**config.mk**
```make
export PLATFORM = sky130hd
export DESIGN_NAME = alu_ctrl_stage
export DESIGN_NICKNAME = d
export VERILOG_FILES = /design/src/rtl/alu_ctrl_stage.sv
export SDC_FILE = /design/constraint.sdc
export NUM_CORES = 1
export LEC_CHECK = 0
export ABC_AREA = 1
export CORE_AREA = 4 4 131 133
export DETAILED_ROUTE_END_ITERATION = 10
export DIE_AREA = 0 0 135 137
export GPL_ROUTABILITY_DRIVEN = 0
export GPL_TIMING_DRIVEN = 0
export MAX_ROUTING_LAYER = met4
export PLACE_DENSITY = 0.83
export SYNTH_ARGS = -nofsm -noshare
export SYNTH_HDL_FRONTEND = slang
export SYNTH_SLANG_ARGS = --single-unit
export TNS_END_PERCENT = 50
```
**constraint.sdc**
```tcl
create_clock -name clk -period 1.49 [get_ports clk]
set_input_delay 0.298 -clock clk [delete_from_list [all_inputs] [get_ports clk]]
set_output_delay 0.298 -clock clk [all_outputs]
set_load 0.02 [all_outputs]
```
**src/rtl/alu_ctrl_stage.sv**
```systemverilog
// Registered ALU-control stage: decodes RV32I fields into the 2-bit ALU select and buffers through a 2-entry skid.
// Optional feature: define ALU_CTRL_ILLEGAL_EN to drop unsupported instructions and pulse illegal.
module alu_ctrl_stage #(
    parameter int DATA_W = 32
) (
    input  logic              clk,
    input  logic              rst_n,
    input  logic              in_valid,
    output logic              in_ready,
    input  logic [6:0]        opcode,
    input  logic [2:0]        funct3,
    input  logic              funct7b5,
    input  logic [DATA_W-1:0] rs1_data,
    input  logic [DATA_W-1:0] rs2_data,
    input  logic [DATA_W-1:0] imm,
    input  logic [4:0]        rd_addr,
    input  logic              flush,
    output logic              out_valid,
    input  logic              out_ready,
    output logic              alu_in1,
    output logic              alu_in2,
    output logic [DATA_W-1:0] op_a,
    output logic [DATA_W-1:0] op_b,
    output logic [4:0]        rd_out,
    output logic              reg_we,
    output logic              illegal
);

    localparam logic [6:0] OPC_OP    = 7'b0110011;
    localparam logic [6:0] OPC_OPIMM = 7'b0010011;
    localparam logic [6:0] OPC_LOAD  = 7'b0000011;
    localparam logic [6:0] OPC_STORE = 7'b0100011;

    localparam logic [1:0] SEL_ADD = 2'b00;
    localparam logic [1:0] SEL_AND = 2'b01;
    localparam logic [1:0] SEL_SRA = 2'b10;
    localparam logic [1:0] SEL_XOR = 2'b11;

    typedef struct packed {
        logic [1:0]        sel;
        logic [DATA_W-1:0] a;
        logic [DATA_W-1:0] b;
        logic [4:0]        rd;
        logic              we;
    } entry_t;

    logic       dec_ok;
    logic [1:0] dec_sel;
    logic       dec_use_imm;
    logic       dec_we;

    always_comb begin
        dec_ok      = 1'b0;
        dec_sel     = SEL_ADD;
        dec_use_imm = 1'b1;
        dec_we      = 1'b1;
        case (opcode)
            OPC_OP: begin
                if (!funct7b5 && funct3 == 3'b000) begin
                    dec_ok      = 1'b1;
                    dec_use_imm = 1'b0;
                end else if (!funct7b5 && funct3 == 3'b100) begin
                    dec_ok      = 1'b1;
                    dec_sel     = SEL_XOR;
                    dec_use_imm = 1'b0;
                end
            end
            OPC_OPIMM: begin
                case (funct3)
                    3'b000: dec_ok = 1'b1;
                    3'b111: begin
                        dec_ok  = 1'b1;
                        dec_sel = SEL_AND;
                    end
                    3'b101: begin
                        if (funct7b5) begin
                            dec_ok  = 1'b1;
                            dec_sel = SEL_SRA;
                        end
                    end
                    default: dec_ok = 1'b0;
                endcase
            end
            OPC_LOAD:  dec_ok = 1'b1;
            OPC_STORE: begin
                dec_ok = 1'b1;
                dec_we = 1'b0;
            end
            default: dec_ok = 1'b0;
        endcase
    end

    // Unsupported instructions fall through as an add on IMM with no writeback.
    entry_t new_entry;
    assign new_entry.sel = dec_sel;
    assign new_entry.a   = rs1_data;
    assign new_entry.b   = dec_use_imm ? imm : rs2_data;
    assign new_entry.rd  = rd_addr;
    assign new_entry.we  = dec_we & dec_ok;

    entry_t main_q, skid_q, main_nxt, skid_nxt;
    logic   main_valid, skid_valid, main_valid_nxt, skid_valid_nxt;
    logic   illegal_q, illegal_nxt;
    logic   accept, drain, enq;

    assign in_ready = ~skid_valid;
    assign accept   = in_valid & in_ready;
    assign drain    = main_valid & out_ready;

`ifdef ALU_CTRL_ILLEGAL_EN
    assign enq         = accept & dec_ok;
    assign illegal_nxt = accept & ~dec_ok & ~flush;
`else
    assign enq         = accept;
    assign illegal_nxt = 1'b0;
`endif

    always_comb begin
        main_valid_nxt = main_valid;
        skid_valid_nxt = skid_valid;
        main_nxt       = main_q;
        skid_nxt       = skid_q;
        if (flush) begin
            main_valid_nxt = 1'b0;
            skid_valid_nxt = 1'b0;
        end else if (!main_valid || drain) begin
            if (skid_valid) begin
                main_nxt       = skid_q;
                main_valid_nxt = 1'b1;
                skid_valid_nxt = 1'b0;
            end else begin
                main_valid_nxt = enq;
                if (enq) begin
                    main_nxt = new_entry;
                end
            end
        end else if (enq) begin
            skid_nxt       = new_entry;
            skid_valid_nxt = 1'b1;
        end
    end

    always_ff @(posedge clk or negedge rst_n) begin
        if (!rst_n) begin
            main_valid <= 1'b0;
            skid_valid <= 1'b0;
            main_q     <= '0;
            skid_q     <= '0;
            illegal_q  <= 1'b0;
        end else begin
            main_valid <= main_valid_nxt;
            skid_valid <= skid_valid_nxt;
            main_q     <= main_nxt;
            skid_q     <= skid_nxt;
            illegal_q  <= illegal_nxt;
        end
    end

    assign out_valid = main_valid;
    assign alu_in1   = main_q.sel[1];
    assign alu_in2   = main_q.sel[0];
    assign op_a      = main_q.a;
    assign op_b      = main_q.b;
    assign rd_out    = main_q.rd;
    assign reg_we    = main_q.we;
    assign illegal   = illegal_q;

endmodule

```
Word level (Yosys, flattened, before mapping)
Cells that the tools add are included.

Bits in read-only memories: 0. Memories: 0. RAM bits: 0. Register bits: 146. Output and inout port bits: 75. Bits in latches: 0.

Reductions and logical operators: 13. Muxes and demuxes: 23. Div/mod/pow operators: 0. Bitwise logic cells: 6. Add/sub/neg operators: 0. Eq/ne operators: 7. Multiply operators: 0. Shift operators: 0. Magnitude comparators: 0.

Operators with widths (count): two-way mux 72 bit (2); two-way mux 32 bit (1); == test 7 x 6 -> 1 bit (second input constant) (2); two-way mux 1 bit (13); == test 3 bit (second input constant) (3); case mux 2 bit (2 select lines) (2); == test 7 x 2 -> 1 bit (second input constant) (1); == test 7 x 5 -> 1 bit (second input constant) (1); two-way mux 2 bit (3); AND reduction 3 bit (2); nonzero test 2 bit (2); OR reduction 2 bit (2); AND 1 bit (3); logical NOT 3 bit (1); inverter 1 bit (3); case mux 1 bit (3 select lines) (1); nonzero test 3 bit (1); logical AND 1 bit (2); logical NOT 1 bit (2); case mux 1 bit (2 select lines) (1); logical OR 1 bit (1).

Depth between registers and ports, before layout
Gate-level depths: netlist of run 1.

Word-level depth: 8. Depth in mapped cells: 11. Mapped depth without buffers: 10.

Least setup slack after synthesis of run 1
No wires, ideal clock.

Path type: flip-flop to flip-flop. Start point: register main_valid (netlist: out_valid). End point: register skid_q[38] (netlist bit). Setup time: 0.131 ns. Clock period less this slack: 1.388 ns. Required time: 1.359 ns. Cell stages (with the launch flop): 8. Path slack: 0.102 ns. Data arrival time: 1.257 ns. Buffers on the path: 2. Cell sequence: dfrtp_1 > nand2_1 > nor2_1 > nand3_2 > buf_2 > buf_2 > nand2_1 > o21ai_0.

Word-level cells in the longest chain between the ends: 4. Elaborated cells on any way between the ends: 5. Classes of those cells: bitwise (2); reduce/logical (3).

Ends and longest elaborated chain: from (decl) (line 102) `logic main_valid, skid_valid, main_valid_nxt, skid_valid_nxt;`; from (signal assigned) (line 151) `main_valid <= main_valid_nxt;`; AND 1 bit / logical NOT 1 bit (equally long branches) (line 108, 126); logical OR 1 bit (*) (line 126) `end else if (!main_valid || drain) begin`; inverter 1 bit (no line) (*); AND reduction 3 bit (no line) (*); to (signal assigned) (line 154) `skid_q <= skid_nxt;`; to (decl) (line 101) `entry_t main_q, skid_q, main_nxt, skid_nxt;`.

Every way passes the cells marked *; elsewhere a longest branch is shown, timed or not. A chain may end at the register's enable or synchronous reset.

Worst setup path in the final report of run 1
Start point: register main_valid (netlist: out_valid). End point: output port out_valid.

RTL lines: to (decl) (line 18) `output logic out_valid,`.

No word-level cell between the ends.

==> results.md, run 1 <==
* Sequential cell area fraction in the yosys report at 53.9%
* Overflow after GRT at 0
* Routed WL at 21,200 µm
* Initial core utilization at 42.8%
* Worst Path Max Fanout at 2
* PD cells at 1200 mW/mm²
* CP Cell Sequence: dlygate4sd2_1
* Port Buf Inserts at 190
* Clk buf depth at 2
* CP arrival at approximately 1.2 ns
* Share of cells above drive strength 1 at between 10% and 20%
* Status: completed
* Mapped Avg Cell Area at 8.07 µm²
* Placed cell area at approximately 0.009 mm²
* DP Cell Count at around 1.2k
* Clock-pin slew on the worst setup and hold paths at about 0.06 ns
* Max Fclk at just under 700 MHz
* Syn_nets at between 900 and 1k
* Chip Height at between 100 and 150 µm
* Synth top area share at between 50% and 60%
* # IOs at 192
* Core area at ~0.016 mm²
* Std cell rows at 46
* Die width at about 140 µm
* Synth area leader: dfrtp_1
* Buf+Inv Stages, Crit Path at 1
* H-tree levels at 4
* Clock root buffer: clkbuf_16
* Fin. max-slew vios at 0
* Final worst path period share at between 90% and 100%
* DR iter-0 viols at 482
* Crit-path leading delay family: buffers and inverters
* Cell Count, Final, Fillers Out at about 1.3k
* Top layer in use: met4
* Routed via count at 6,568
* Pin count of the biggest net entering global routing at 82
* CP max stage delay at around 0.40 ns
* Total track usage at a little under a quarter
* Post-route antenna net violation count at 0
* Synth Instances at 840
* Mapped Area at ~0.0068 mm²
* CP max stage cell: dlygate4sd2_1
* Least-Margin Pin Slew at approximately 0.64 ns
* Number of global-route vias before repair at 6,498
* Hold Fails Final Rpt at 0
* Final setup fails at 0
* Met2 wire len at roughly 11,000 µm
* Vias per cell at around 5
* Largest vdd supply drop at between 0.0008 and 0.0009 V
* Yosys warning total at 0
* WS Path Type: reg2out
* Number of clock sinks at 146
* TritonRoute pass-1 iters at 5
* Post-layout net count at 1,181
* Crit end category: output pin
* DRC viols at 0
* Max Cap Viol at 0
* Synth-to-layout area growth at 45.6%
* Hold crit path type: in2reg
* Post-synth cell types at 22
* Fin crit period at 1.49 ns
* Number of synthesized register bits at between 100 and 150
* Final TNS setup at 0 ns
* Area of the die at 0.0185 mm²
* Unrepaired setup endpoints after global routing: yes
* Final HPWL DP at roughly 15,000 µm
* DR WL met3 at 1200 µm
* Slew headroom at 57.2%
* Initial antenna violation count at 1
* Insertion delay to the later sink of the worst-skew pair at approximately 0.43 ns
* DRT met1 WL at 8870 µm
* Worst Path Required at between 1 and 1.5 ns
* Area contributors post-synth: dfrtp_1 54%, nand2_1 16%, o21ai_0 6.6%
* Total CTS buffers at 17
* Clock Skew at 0.0109 ns
* Setup crit start kind: flip-flop
* Final instance area at 0.00987 mm²
* WL per Instance at roughly 16 µm
* CTS tree: done
* Global-route wire length before repair at approximately 32,000 µm
* Leak at approximately 0.0050 µW
where the power goes:
| part | total [µW] | internal (µW) | switching [µW] |
|---|---|---|---|
| sequential | 5220 | 4800 | 419 |
| clock | 4030 | 2410 | 1620 |
| combinational | 2580 | 1120 | 1460 |
sequential cells by signal (all words and copies together), names as in the netlist, 5 cells and up:
register and count:
op_a 32, rd_out 5, skid_q 72, op_b 32
layer usage:
layer,GRT usage [%],up-vias
li1,-,3153
met1,27.7,3123
met2,37.9,247
met3,4.78,45
met4,8.85,0
met5,-,-
path summary, 6_finish.rpt:
check                      depth (start not counted)        from         end  slack (ns)
setup reg to reg                                   8  skid_valid  skid_q[16]        0.05
min in group asynchronous                          2       rst_n  skid_q[60]        0.46
hold / removal                                     3    in_valid  skid_valid        0.27
setup / recovery                                   1   out_valid   out_valid       0.003
hold reg to reg                                    2     op_b[8]     op_b[8]        0.48
max in group asynchronous                          3       rst_n  skid_q[30]        0.22
cells in the final DEF (no fill, tap or decap), types with 21 or more instances in the layout:
| cell type | netlist | routed |
|---|---|---|
| nand2_1 | 281 | 267 |
| dfrtp_1 | 146 | 145 |
| clkdlybuf4s50_1 | 0 | 108 |
| o21ai_0 | 89 | 89 |
| o21ai_1 | 79 | 73 |
| dlygate4sd2_1 | 0 | 69 |
| inv_1 | 60 | 59 |
| nor2_1 | 53 | 48 |
| buf_4 | 7 | 26 |
| nand3_1 | 21 | 21 |
Yosys cell counts, drive strengths merged:
cell    count
nor2       55
a21oi      15
dfrtp     146
nand2     284
conb        1
a31oi      19
nand3      32
clkbuf     17
nor3        1
inv        64
buf        37
o21ai     169
kinds of logic (layout without fill, tap and decap cells):
family	Yosys count	after routing	synth area share, %
AND/OR/NAND/NOR	372	372	22.4
other	1	2	0.0553
flip-flops	146	146	53.9
AO/OA/AOI/OAI	203	203	15.4
buffers and inverters	118	355	8.25
repair_timing:
action	in CTS	in global routing
resized for setup	115	74
setup buffers	5	8
endpoints found under the hold margin	65	0
pin swaps	1	7
endpoints found under the setup margin	203	141
cloned	0	2
hold buffers	1	0
stage by stage:
step / setup slack [ns] / power [µW] / hold WS (ns) / util (%)
final: 0.00334 / 11800 / 0.271 / 62.4
after CTS: -0.176 / 11800 / 0.450 / 60.6
after global routing: -0.0407 / 12400 / 0.281 / 62.4
after global placement: -5.77 / 7890 / 0.461 / 56.6
after detailed placement: -0.613 / 8010 / 0.339 / 56.8
after floorplan: 0.102 / 6570 / 0.00241 / -
layout make-up:
type / instances / area, µm²
Timing Repair Buffer: 207 / 2030
Inverter: 64 / 245
Clock inverter: 10 / 83.8
Clock buffer: 22 / 474
Sequential cell: 146 / 3650
Multi-Input combinational cell: 576 / 2680
Tap cell: 216 / 270
Fill cell: 1317 / 5950
Antenna cell: 1 / 2.50
Buffer: 52 / 430
Note: power is estimated with default switching activity, not from simulation.
==> inputs of run 2 (changes only) <==
--- a/config.mk
+++ b/config.mk
@@ -6,6 +6,7 @@
 export NUM_CORES = 1
 export LEC_CHECK = 0
 export ABC_AREA = 1
+export ABC_CLOCK_PERIOD_IN_PS = 1490
 export CORE_AREA = 4 4 131 133
 export DETAILED_ROUTE_END_ITERATION = 10
 export DIE_AREA = 0 0 135 137
==> results of run 2 <==
Same layout as run 1: the final DEF is identical, and so are final timing and power.
